$ cat src/rtl/hilo_div_unit.sv
// Multi-cycle radix-2 restoring divider for DIV/DIVU; remainder goes to HI and
// quotient to LO, with a combinational stall request covering the issue cycle.
module hilo_div_unit #(
    parameter int unsigned WIDTH = 32
) (
    input  logic             clk,
    input  logic             rst,
    input  logic             signed_div_i,
    input  logic [WIDTH-1:0] opdata1_i,
    input  logic [WIDTH-1:0] opdata2_i,
    input  logic             start_i,
    input  logic             annul_i,
    output logic             busy_o,
    output logic             ready_o,
    output logic             we_o,
    output logic [WIDTH-1:0] hi_o,
    output logic [WIDTH-1:0] lo_o
);

    localparam int unsigned CW = $clog2(WIDTH + 1);

    typedef enum logic [1:0] {
        S_IDLE,
        S_BYZERO,
        S_ON,
        S_DONE
    } state_t;

    state_t           state;
    logic [CW-1:0]    cnt;
    logic [WIDTH-1:0] dvd;
    logic [WIDTH-1:0] dsr;
    logic [WIDTH-1:0] rem;
    logic [WIDTH-1:0] quo;
    logic             neg_q;
    logic             neg_r;

    logic             a_neg;
    logic             b_neg;
    logic [WIDTH-1:0] abs_a;
    logic [WIDTH-1:0] abs_b;
    logic [WIDTH:0]   trial;
    logic             ge;
    logic [WIDTH-1:0] rem_nx;
    logic [WIDTH-1:0] quo_nx;

    always_comb begin
        a_neg = signed_div_i & opdata1_i[WIDTH-1];
        b_neg = signed_div_i & opdata2_i[WIDTH-1];
        abs_a = a_neg ? -opdata1_i : opdata1_i;
        abs_b = b_neg ? -opdata2_i : opdata2_i;
        // One extra bit keeps the trial exact when the divisor has its MSB set.
        trial  = {rem, dvd[WIDTH-1]} - {1'b0, dsr};
        ge     = ~trial[WIDTH];
        rem_nx = ge ? trial[WIDTH-1:0] : {rem[WIDTH-2:0], dvd[WIDTH-1]};
        quo_nx = {quo[WIDTH-2:0], ge};
    end

    always_ff @(posedge clk or negedge rst) begin
        if (!rst) begin
            state <= S_IDLE;
            cnt   <= '0;
            dvd   <= '0;
            dsr   <= '0;
            rem   <= '0;
            quo   <= '0;
            neg_q <= 1'b0;
            neg_r <= 1'b0;
            hi_o  <= '0;
            lo_o  <= '0;
        end else begin
            case (state)
                S_IDLE: begin
                    if (start_i && !annul_i) begin
                        if (opdata2_i == '0) begin
                            dvd   <= opdata1_i;
                            state <= S_BYZERO;
                        end else begin
                            dvd   <= abs_a;
                            dsr   <= abs_b;
                            rem   <= '0;
                            quo   <= '0;
                            cnt   <= '0;
                            neg_r <= a_neg;
                            neg_q <= a_neg ^ b_neg;
                            state <= S_ON;
                        end
                    end
                end
                S_BYZERO: begin
                    if (annul_i) begin
                        state <= S_IDLE;
                    end else begin
                        hi_o  <= dvd;
                        lo_o  <= '1;
                        state <= S_DONE;
                    end
                end
                S_ON: begin
                    if (annul_i) begin
                        state <= S_IDLE;
                    end else begin
                        rem <= rem_nx;
                        quo <= quo_nx;
                        dvd <= {dvd[WIDTH-2:0], 1'b0};
                        cnt <= cnt + CW'(1);
                        if (cnt == CW'(WIDTH - 1)) begin
                            hi_o  <= neg_r ? -rem_nx : rem_nx;
                            lo_o  <= neg_q ? -quo_nx : quo_nx;
                            state <= S_DONE;
                        end
                    end
                end
                S_DONE:  state <= S_IDLE;
                default: state <= S_IDLE;
            endcase
        end
    end

    always_comb begin
        busy_o  = rst & ((state == S_ON) || (state == S_BYZERO) ||
                         ((state == S_IDLE) && start_i && !annul_i));
        ready_o = (state == S_DONE) && !annul_i;
        we_o    = ready_o;
    end

endmodule

$ cat config.mk
export PLATFORM = sky130hd
export DESIGN_NAME = hilo_div_unit
export DESIGN_NICKNAME = d
export VERILOG_FILES = /design/src/rtl/hilo_div_unit.sv
export SDC_FILE = /design/constraint.sdc
export NUM_CORES = 1
export LEC_CHECK = 0
export CORE_AREA = 2 2 158 160
export DETAILED_ROUTE_END_ITERATION = 12
export DIE_AREA = 0 0 160 162
export PLACE_DENSITY = 0.8
export SYNTH_ARGS = -nofsm -noshare
export SYNTH_HDL_FRONTEND = slang
export SYNTH_SLANG_ARGS = --single-unit
$ cat constraint.sdc
create_clock -name clk -period 9.3 [get_ports clk]
set_input_delay 2.325 -clock clk [delete_from_list [all_inputs] [get_ports clk]]
set_output_delay 2.325 -clock clk [all_outputs]
set_load 0.03 [all_outputs]
==> impl_metrics.env, run 1 <==
export IMPL_status="finished clean"
export IMPL_hold_buffers=0
export IMPL_worst_hold_path_type="register to register"
export IMPL_critical_path_max_stage_delay_ps=740
export IMPL_cpMostUsedCell="clkdlybuf4s50_1"
export IMPL_start_util_pct=57.5
export IMPL_synth_edf_count=0
export IMPL_critPathKind="input pin to output pin"
export IMPL_postSynth_asyncResetShare_pct=100
export IMPL_tritoncts="done"
export IMPL_synth_xor_area_share_pct=8.72
export IMPL_layout_min_cycle_time_ps=6720
export IMPL_grt_pass1_wl_microns=64100
export IMPL_fin_tns_setup_ps=0
export IMPL_synth_mux_area_share_pct=2.41
export IMPL_p_per_area_nw_per_um2=260
export IMPL_fin_nets=1898
export IMPL_grt_ovfl_total=0
export IMPL_yosys_top_cells_area="dfrtp_1, nand2_1, xor2_1"
export IMPL_hold_viol=0
export IMPL_ioPinCount=136
export IMPL_crit_path_start_kind="input pin"
export IMPL_cp_end_kind="output pin"
export IMPL_clk_pin_slew_worst_paths_ps=60
export IMPL_insertion_delay_ps=530
export IMPL_yosysTopAreaCellShare_pct=36.3
export IMPL_grtUsageMet2_pct=49.7
export IMPL_ctsResizeCount=0
export IMPL_synthesis_area_sq_um=13800
export IMPL_fillers=2047
export IMPL_r2r_start="dvd[31]$_DFFE_PN0P_"
export IMPL_cap_violations=0
export IMPL_grt_usage_pct=30.0
export IMPL_coreArea_sq_um=24100
export IMPL_worst_slew_pin_slew_ps=1220
export IMPL_met1_usage_pct=40.8
export IMPL_antennaDiodeCount=0
export IMPL_die_area_sq_um=25900
export IMPL_wl_per_cell_microns=18.5
export IMPL_skew_ps=18.0
export IMPL_std_cell_rows=57
export IMPL_antenna_found_initial=0
export IMPL_total_power_w=0.00416
export IMPL_layout_setup_ws_ps=2580
export IMPL_place_area_sq_um=15300
export IMPL_cts_setup_buffers=0
export IMPL_synthFlopType="dfrtp_1"
export IMPL_hpwl_microns=28400
export IMPL_worst_ir_drop_vdd_mv=0.142
export IMPL_crit_slowest_cell="clkdlybuf4s50_1"
export IMPL_rsz0062_at_grt="false"
export IMPL_antenna_left=0
export IMPL_ctsRootBufferMaster="clkbuf_16"
export IMPL_viasPerCell=6.23
export IMPL_area_growth_pct=15.7
export IMPL_drt_pass1_iterations=5
export IMPL_path_max_fanout=9
export IMPL_design_area_sq_um=16000
export IMPL_cp_startpoint="annul_i"
export IMPL_drive_above_1_share_pct=4.56
export IMPL_drtIter0Drc=1273
export IMPL_pre_cts_slack_ps=2150
export IMPL_min_from="hi_o[23]$_DFFE_PN0P_"
export IMPL_cts_sinks=201
export IMPL_grt_use_met3_pct=3.75
export IMPL_fin_crit_sh_pct=72.3
export IMPL_die_h_microns=162
export IMPL_finalSetupViolCount=0
export IMPL_place_gp_congestion=0.904
export IMPL_synth_nets=1825
export IMPL_synth_largest_area_cell="dfrtp_1"
export IMPL_synth_cell_types=86
export IMPL_die_w_microns=160
export IMPL_slew_violations=0
export IMPL_critPathArrivalTime_ps=4400
export IMPL_fmax_mhz=149
export IMPL_synth_compound_area_share_pct=21.5
export IMPL_slew_headroom_pct=18.2
export IMPL_synth_top_family_by_area="simple AND/OR/NAND/NOR gates"
export IMPL_syn_area_per_cell_sq_um=8.08
export IMPL_p_leak_nw=6.92
export IMPL_grt_pass1_vias=12500
export IMPL_drt_wl_total_microns=39300
export IMPL_synthAdderAreaFrac_pct=3.85
export IMPL_htree_levels=1
export IMPL_required_ps=6980
export IMPL_synth_cells=1714
export IMPL_io_buffers=135
export IMPL_cts_made_buffers=23
export IMPL_synthSimpleGateAreaFrac_pct=22.6
export IMPL_grt_max_degree=79
export IMPL_path_cells="clkdlybuf4s50_1 > nand3b_1 > a21boi_0 > clkdlybuf4s50_1"
export IMPL_busiest_layer="met2"
export IMPL_seq_area_frac_synth_pct=36.3
export IMPL_cts_path_max_buffers=3
export IMPL_drcViolationCount=0
export IMPL_ys_warn_count=0
export IMPL_vias=13200
export IMPL_yosys_register_bits=201
[layout by cell type (no fill, tap or decap), types with 6 or more instances in the layout]
| cell | netlist | final |
|---|---|---|
| xnor2_1 | 47 | 47 |
| clkdlybuf4s50_1 | 0 | 134 |
| ha_1 | 41 | 40 |
| a21oi_1 | 134 | 133 |
| or3_1 | 19 | 19 |
| clkbuf_16 | 0 | 23 |
| dfrtp_1 | 201 | 201 |
| o22ai_1 | 16 | 16 |
| o21a_1 | 6 | 6 |
| inv_1 | 54 | 54 |
| xor2_1 | 89 | 89 |
| mux2i_1 | 25 | 25 |
| a221oi_1 | 9 | 9 |
| buf_4 | 3 | 12 |
| nand2b_1 | 10 | 9 |
| o21ai_0 | 111 | 111 |
| or4_1 | 18 | 18 |
| o22a_1 | 6 | 6 |
| and2_1 | 9 | 9 |
| o211ai_1 | 9 | 9 |
| nor4_1 | 23 | 22 |
| nor3_1 | 36 | 36 |
| o41ai_1 | 13 | 13 |
| nor2b_1 | 13 | 13 |
| nor2_1 | 122 | 121 |
| a21o_1 | 17 | 17 |
| nand4_1 | 9 | 9 |
| o31ai_1 | 47 | 47 |
| nand3_1 | 61 | 61 |
| nand2_1 | 331 | 331 |
| o221ai_1 | 32 | 32 |
[per-stage QoR]
stage	cells	hold WS, ps	utilization, %
floorplan	1714	459	-
global placement	2086	462	63.6
detailed placement	2086	465	63.6
CTS	2123	478	66.5
global route	2123	484	66.5
finish	2123	477	66.5
[metal layers]
metal,up-vias,wire [microns]
li1,6257,-
met4,0,1370
met3,97,2530
met2,480,18400
met1,6382,17000
met5,-,0
[cell families (layout without fill, tap and decap cells)]
logic type	Yosys count	in the layout
fa+ha+maj	42	42
simple gates	687	687
buf+inv	154	239
mux	32	32
compound gates	461	461
xor+xnor	137	137
flops	201	201
[worst max-delay path, delay by kind of cell]
family / cells / cell delay, ps
buf+inv: 2 / 1320
simple gates: 1 / 400
compound gates: 1 / 350
[state kept, by name, indices dropped and copies added, names as in the netlist]
register,count
rem,32
dsr,32
lo_o,32
cnt,6
neg_q,1
quo,31
hi_o,32
state,2
dvd,32
neg_r,1
[final timing paths]
| path | endpoint | slack, ps | cells past startpoint |
|---|---|---|---|
| min in group asynchronous | dsr[29]$_DFFE_PN0P_ | 1810 | 1 |
| hold reg to reg | hi_o[23]$_DFFE_PN0P_ | 480 | 1 |
| setup / recovery | busy_o | 2580 | 4 |
| setup reg to reg | hi_o[28]$_DFFE_PN0P_ | 3290 | 21 |
| hold / removal | hi_o[23]$_DFFE_PN0P_ | 480 | 1 |
| max in group asynchronous | cnt[2]$_DFFE_PN0P_ | 5370 | 3 |
[report_power, final]
group          internal, W  switching (W)  total [W]
logic             0.000722        0.00126    0.00198
registers          0.00109       0.000222    0.00131
clock network     0.000498       0.000367   0.000865
[cells in the mapped netlist, types with 23 or more instances]
cell type and instances:
o21ai_0 111, mux2i_1 25, xor2_1 89, nor3_1 36
a21oi_1 134, o31ai_1 47, inv_1 54, clkbuf_1 77
xnor2_1 47, nor4_1 23, nand3_1 61, nand2_1 331
nor2_1 122, o221ai_1 32, ha_1 41, dfrtp_1 201
[cell type report]
type | count | area (sq um) | share of cell area [%]
Tap cell | 324 | 405 | 2.53
Clock inverter | 7 | 78.8 | 0.492
Timing Repair Buffer | 147 | 1450 | 9.02
Clock buffer | 30 | 622 | 3.88
Inverter | 55 | 206 | 1.29
Multi-Input combinational cell | 1359 | 8240 | 51.4
Sequential cell | 201 | 5030 | 31.4
Power figures use the tool's default switching activity.
==> inputs of run 2 (changes only) <==
==> constraint.sdc (replaced) <==
create_clock -name clk -period 7.01 [get_ports clk]
set_input_delay 1.7525 -clock clk [delete_from_list [all_inputs] [get_ports clk]]
set_output_delay 1.7525 -clock clk [all_outputs]
set_load 0.03 [all_outputs]
==> run 2 against run 1 <==
Compared with the run above: register-to-register slack lost 2200 ps; worst hold slack got worse by 0.82 ps; clock skew decreased by 1.9 ps; utilization grew 0.16 points; first-iteration DRC count up 0.16%; sequential share of layout area down 0.073 points; combinational power up 34%; non-clock buffer count rose by 4; worst setup slack lost 1500 ps; final cell count increased by 0.28%; highest routed layer unchanged.
==> impl_metrics.env, run 2 (synthesized netlist as in run 1, its figures left out) <==
export IMPL_status="finished clean"
export IMPL_fin_worst_hold_slack_ps=476
export IMPL_grt_pass1_vias=12600
export IMPL_p_per_area_nw_per_um2=345
export IMPL_crit_slowest_cell="a2111oi_0"
export IMPL_grt_max_degree=67
export IMPL_insertion_delay_ps=530
export IMPL_fin_nets=1902
export IMPL_path_max_fanout=10
export IMPL_cap_violations=0
export IMPL_critPathArrivalTime_ps=6320
export IMPL_final_common_cell="nand2_1"
export IMPL_finalSetupViolCount=0
export IMPL_cts_setup_buffers=0
export IMPL_final_cell_mix="nand2_1, dfrtp_1, clkdlybuf4s50_1"
export IMPL_vias=13300
export IMPL_p_leak_nw=6.94
export IMPL_ioPinCount=136
export IMPL_antenna_left=0
export IMPL_drcViolationCount=0
export IMPL_antenna_found_initial=0
export IMPL_design_area_sq_um=16100
export IMPL_multi_input_area_sq_um=8240
export IMPL_fin_tns_setup_ps=0
export IMPL_grt_usage_pct=30.6
export IMPL_std_cell_rows=57
export IMPL_layout_min_cycle_time_ps=5940
export IMPL_cts_made_buffers=23
export IMPL_grt_pass1_wl_microns=65100
export IMPL_wl_per_cell_microns=18.6
export IMPL_coreArea_sq_um=24100
export IMPL_skew_ps=16.0
export IMPL_start_util_pct=57.5
export IMPL_cp_end_kind="register"
export IMPL_pre_cts_slack_ps=1140
export IMPL_die_h_microns=162
export IMPL_rsz0062_at_grt="false"
export IMPL_io_buffers=135
export IMPL_place_gp_congestion=0.919
export IMPL_layout_setup_ws_ps=1070
export IMPL_drtIter0Drc=1275
export IMPL_crit_path_start_kind="register"
export IMPL_path_cells="inv_1 > ha_1 > fa_1 > nor2b_1 > o31a_1 > o21ai_1 > o211ai_1 > a41oi_2 > xnor2_4 > inv_2 > nor2_1 > a21oi_1 > ha_1 > nor2b_1 > nand2_1 > mux2i_1 > a311oi_1 > buf_4 > a2111oi_0 > a41oi_1 > xor2_1 > a21oi_1"
export IMPL_die_w_microns=160
export IMPL_hold_viol=0
export IMPL_antennaDiodeCount=0
export IMPL_critical_path_max_stage_delay_ps=760
export IMPL_drive_above_1_share_pct=4.82
export IMPL_fin_crit_sh_pct=84.8
export IMPL_clk_pin_slew_worst_paths_ps=60
export IMPL_ctsRootBufferMaster="clkbuf_16"
export IMPL_die_area_sq_um=25900
export IMPL_htree_levels=1
export IMPL_post_route_util_pct=66.6
export IMPL_regArea_sq_um=5030
export IMPL_critPathKind="register to register"
export IMPL_worst_slew_pin_slew_ps=1150
export IMPL_hpwl_microns=29100
export IMPL_ctsResizeCount=0
export IMPL_viasPerCell=6.27
export IMPL_worst_ir_drop_vdd_mv=0.212
export IMPL_fmax_mhz=168
export IMPL_worst_hold_path_type="register to register"
export IMPL_grt_ovfl_total=0
export IMPL_cts_path_max_buffers=3
export IMPL_cts_sinks=201
export IMPL_place_area_sq_um=15400
export IMPL_fillers=2059
export IMPL_tritoncts="done"
export IMPL_slew_headroom_pct=22.9
export IMPL_area_growth_pct=16.0
export IMPL_slew_violations=0
export IMPL_drt_pass1_iterations=5
export IMPL_required_ps=7390
export IMPL_drt_wl_total_microns=39600
export IMPL_hold_buffers=0
## run 2: metrics by stage
step,instances,total power [W]
after floorplan,1714,0.00352
after global placement,2090,0.00428
after detailed placement,2090,0.00437
after CTS,2129,0.00551
after global routing,2129,0.00587
final,2129,0.00554
## run 2: path summary, 6_finish.rpt
kind,start,end,slack [ps],cells past startpoint
setup / recovery,dvd[31]$_DFFE_PN0P_,hi_o[26]$_DFFE_PN0P_,1070,22
hold / removal,hi_o[23]$_DFFE_PN0P_,hi_o[23]$_DFFE_PN0P_,480,1
setup reg to reg,dvd[31]$_DFFE_PN0P_,hi_o[26]$_DFFE_PN0P_,1070,22
hold reg to reg,hi_o[23]$_DFFE_PN0P_,hi_o[23]$_DFFE_PN0P_,480,1
max in group asynchronous,rst,hi_o[2]$_DFFE_PN0P_,3960,3
min in group asynchronous,rst,dsr[29]$_DFFE_PN0P_,1220,1
## run 2: metal layers
| layer | vias to the layer above | GRT usage, % | share of wire [%] |
|---|---|---|---|
| met1 | 6427 | 40.2 | 41 |
| met2 | 525 | 51.4 | 48 |
| met4 | 0 | 11.7 | 3.8 |
| met5 | - | 0 | 0 |
| li1 | 6295 | - | - |
| met3 | 98 | 4.47 | 6.8 |
## run 2: power by group
group / switching, W / leakage [nW] / internal (W)
Combinational: 0.00169 / 4.12 / 0.000972
Clock: 0.000494 / 0.342 / 0.000639
Sequential: 0.000298 / 2.48 / 0.00145
Total: 0.00248 / 6.94 / 0.00306
## run 2: worst max-delay path, delay by kind of cell, from the launching register on
family / cells / cell delay [ps]
compound gates: 9 / 2640
xor+xnor: 2 / 500
fa+ha+maj: 3 / 950
buf+inv: 3 / 470
flops: 1 / 510
mux: 1 / 190
simple gates: 4 / 530
## run 2: cell type report
type | count | share of cell area, %
multi-input combinational | 1359 | 51.3
sequential | 201 | 31.3
timing repair buffer | 151 | 9.26
clock buffer | 32 | 3.98
tap | 324 | 2.52
inverter | 55 | 1.29
clock inverter | 7 | 0.351
==> inputs of run 3 (changes only) <==
==> constraint.sdc (replaced) <==
create_clock -name clk -period 6.1 [get_ports clk]
set_input_delay 1.525 -clock clk [delete_from_list [all_inputs] [get_ports clk]]
set_output_delay 1.525 -clock clk [all_outputs]
set_load 0.03 [all_outputs]
==> run 3 against run 2 <==
Compared with the run above: fmax increased by 9.8%; final cell count is 0.47% higher; largest power group unchanged; count of clock-buffer cells in the layout up 4; wire length grew 1.2%; non-clock buffer count rose by 5; global-route usage grew 0.64 points.
==> impl_metrics.env, run 3 (synthesized netlist as in run 1, its figures left out) <==
export IMPL_p_leak_nw=7.01
export IMPL_fin_tns_setup_ps=0
export IMPL_r2r_start="dvd[31]$_DFFE_PN0P_"
export IMPL_antenna_left=0
export IMPL_antennaDiodeCount=0
export IMPL_cts_made_buffers=24
export IMPL_crit_path_start_kind="register"
export IMPL_status="finished clean"
export IMPL_ff2ff_path_depth=22
export IMPL_vias=13300
export IMPL_worst_ir_drop_vdd_mv=0.287
export IMPL_cts_setup_buffers=0
export IMPL_rsz0062_at_grt="false"
export IMPL_start_util_pct=57.5
export IMPL_final_cells=2139
export IMPL_wl_per_cell_microns=18.8
export IMPL_hold_buffers=0
export IMPL_drt_pass1_iterations=6
export IMPL_grt_ovfl_total=0
export IMPL_fin_worst_hold_slack_ps=474
export IMPL_antenna_found_initial=0
export IMPL_coreArea_sq_um=24100
export IMPL_drcViolationCount=0
export IMPL_drive_above_1_share_pct=5.34
export IMPL_area_growth_pct=16.9
export IMPL_tritoncts="done"
export IMPL_final_cell_mix="nand2_1, dfrtp_1, clkdlybuf4s50_1"
export IMPL_grt_pass1_wl_microns=66100
export IMPL_worst_slew_pin_slew_ps=1180
export IMPL_worst_hold_path_type="register to register"
export IMPL_die_h_microns=162
export IMPL_io_buffers=135
export IMPL_whs_endpoint="hi_o[19]$_DFFE_PN0P_"
export IMPL_die_w_microns=160
export IMPL_drt_wl_total_microns=40100
export IMPL_clk_pin_slew_worst_paths_ps=60
export IMPL_hold_viol=0
export IMPL_insertion_delay_ps=530
export IMPL_ioPinCount=136
export IMPL_finalSetupViolCount=0
export IMPL_slew_violations=0
export IMPL_fmax_mhz=185
export IMPL_cts_path_max_buffers=3
export IMPL_final_common_cell="nand2_1"
export IMPL_std_cell_rows=57
export IMPL_crit_slowest_cell="dfrtp_1"
export IMPL_cap_violations=0
export IMPL_place_gp_congestion=0.952
export IMPL_design_area_sq_um=16200
export IMPL_grt_max_degree=96
export IMPL_grt_pass1_vias=12800
export IMPL_htree_levels=1
export IMPL_p_per_area_nw_per_um2=401
export IMPL_layout_min_cycle_time_ps=5410
export IMPL_cts_sinks=201
export IMPL_required_ps=6460
export IMPL_critical_path_max_stage_delay_ps=440
export IMPL_skew_ps=10.7
export IMPL_r2r_setup_slack_ps=690
export IMPL_viasPerCell=6.24
export IMPL_hpwl_microns=28800
export IMPL_path_max_fanout=8
export IMPL_path_cells="inv_1 > ha_1 > fa_1 > nor2b_1 > o31a_1 > o21ai_1 > o211ai_1 > a41oi_2 > xnor2_4 > inv_2 > nor2_1 > a21oi_1 > ha_1 > nor2b_1 > nand2_1 > mux2i_1 > a311oi_1 > buf_4 > a211o_1 > o41ai_1 > xnor2_1 > o221ai_1"
export IMPL_r2r_end="hi_o[28]$_DFFE_PN0P_"
export IMPL_place_area_sq_um=15400
export IMPL_ctsResizeCount=0
export IMPL_die_area_sq_um=25900
export IMPL_fin_crit_sh_pct=88.7
export IMPL_hold_depth=1
export IMPL_regArea_sq_um=5030
export IMPL_critPathArrivalTime_ps=5770
export IMPL_drtIter0Drc=1233
export IMPL_slew_headroom_pct=21.1
export IMPL_multi_input_area_sq_um=8240
export IMPL_min_from="hi_o[19]$_DFFE_PN0P_"
export IMPL_grt_usage_pct=31.2
export IMPL_fillers=2024
export IMPL_critPathKind="register to register"
export IMPL_cp_end_kind="register"
export IMPL_dp_cells=2095
export IMPL_fin_nets=1908
export IMPL_ctsRootBufferMaster="clkbuf_16"
run 3: routing by layer:
layer / GRT usage [%] / routed length (microns) / vias to the layer above
met5: 0 / 0 / -
met4: 13.6 / 1750 / 0
met3: 3.45 / 2670 / 105
met2: 51.4 / 18700 / 522
met1: 42.1 / 17000 / 6399
li1: - / - / 6322
run 3: per-stage QoR:
stage / utilization [%] / total power (W) / setup slack, ps
6_report: 67.1 / 0.00649 / 687
5_1_grt: 67.1 / 0.00687 / 211
4_1_cts: 67.1 / 0.00645 / 820
3_5_place_dp: 63.9 / 0.00501 / 455
3_3_place_gp: 63.9 / 0.00494 / 655
2_1_floorplan: - / 0.00404 / 844
run 3: worst max-delay path: cells and delay by family, from the launching register on:
family,cells,cell delay [ps]
DFF,1,440
and+or+nand+nor,4,530
AOI/OAI and AO/OA,9,2380
xor gates and xnor gates,2,410
buffers and inverters,3,370
adders and majority gates,3,930
muxes,1,160
run 3: worst max path at each step:
stage                            to                start  cells past startpoint  slack, ps
2_1_floorplan  hi_o[28]$_DFFE_PN0P_  dvd[31]$_DFFE_PN0P_                     25        840
3_3_place_gp    dvd[25]$_DFFE_PN0P_         opdata2_i[6]                     11        660
3_5_place_dp    dvd[22]$_DFFE_PN0P_         opdata2_i[6]                     11        450
4_1_cts        hi_o[28]$_DFFE_PN0P_  dvd[31]$_DFFE_PN0P_                     22        820
5_1_grt        hi_o[28]$_DFFE_PN0P_  dvd[31]$_DFFE_PN0P_                     22        210
6_report       hi_o[28]$_DFFE_PN0P_  dvd[31]$_DFFE_PN0P_                     22        690
run 3: layout make-up:
type | count | share of cell area, %
timing repair buffer | 156 | 9.42
clock inverter | 8 | 0.487
sequential | 201 | 31.1
clock buffer | 36 | 4.36
inverter | 55 | 1.28
tap | 324 | 2.50
multi-input combinational | 1359 | 50.9
run 3: power by group:
| group | switching (W) | leakage (nW) | internal [W] |
|---|---|---|---|
| logic | 0.00193 | 4.14 | 0.00113 |
| registers | 0.000341 | 2.48 | 0.00166 |
| clock network | 0.000587 | 0.387 | 0.000841 |
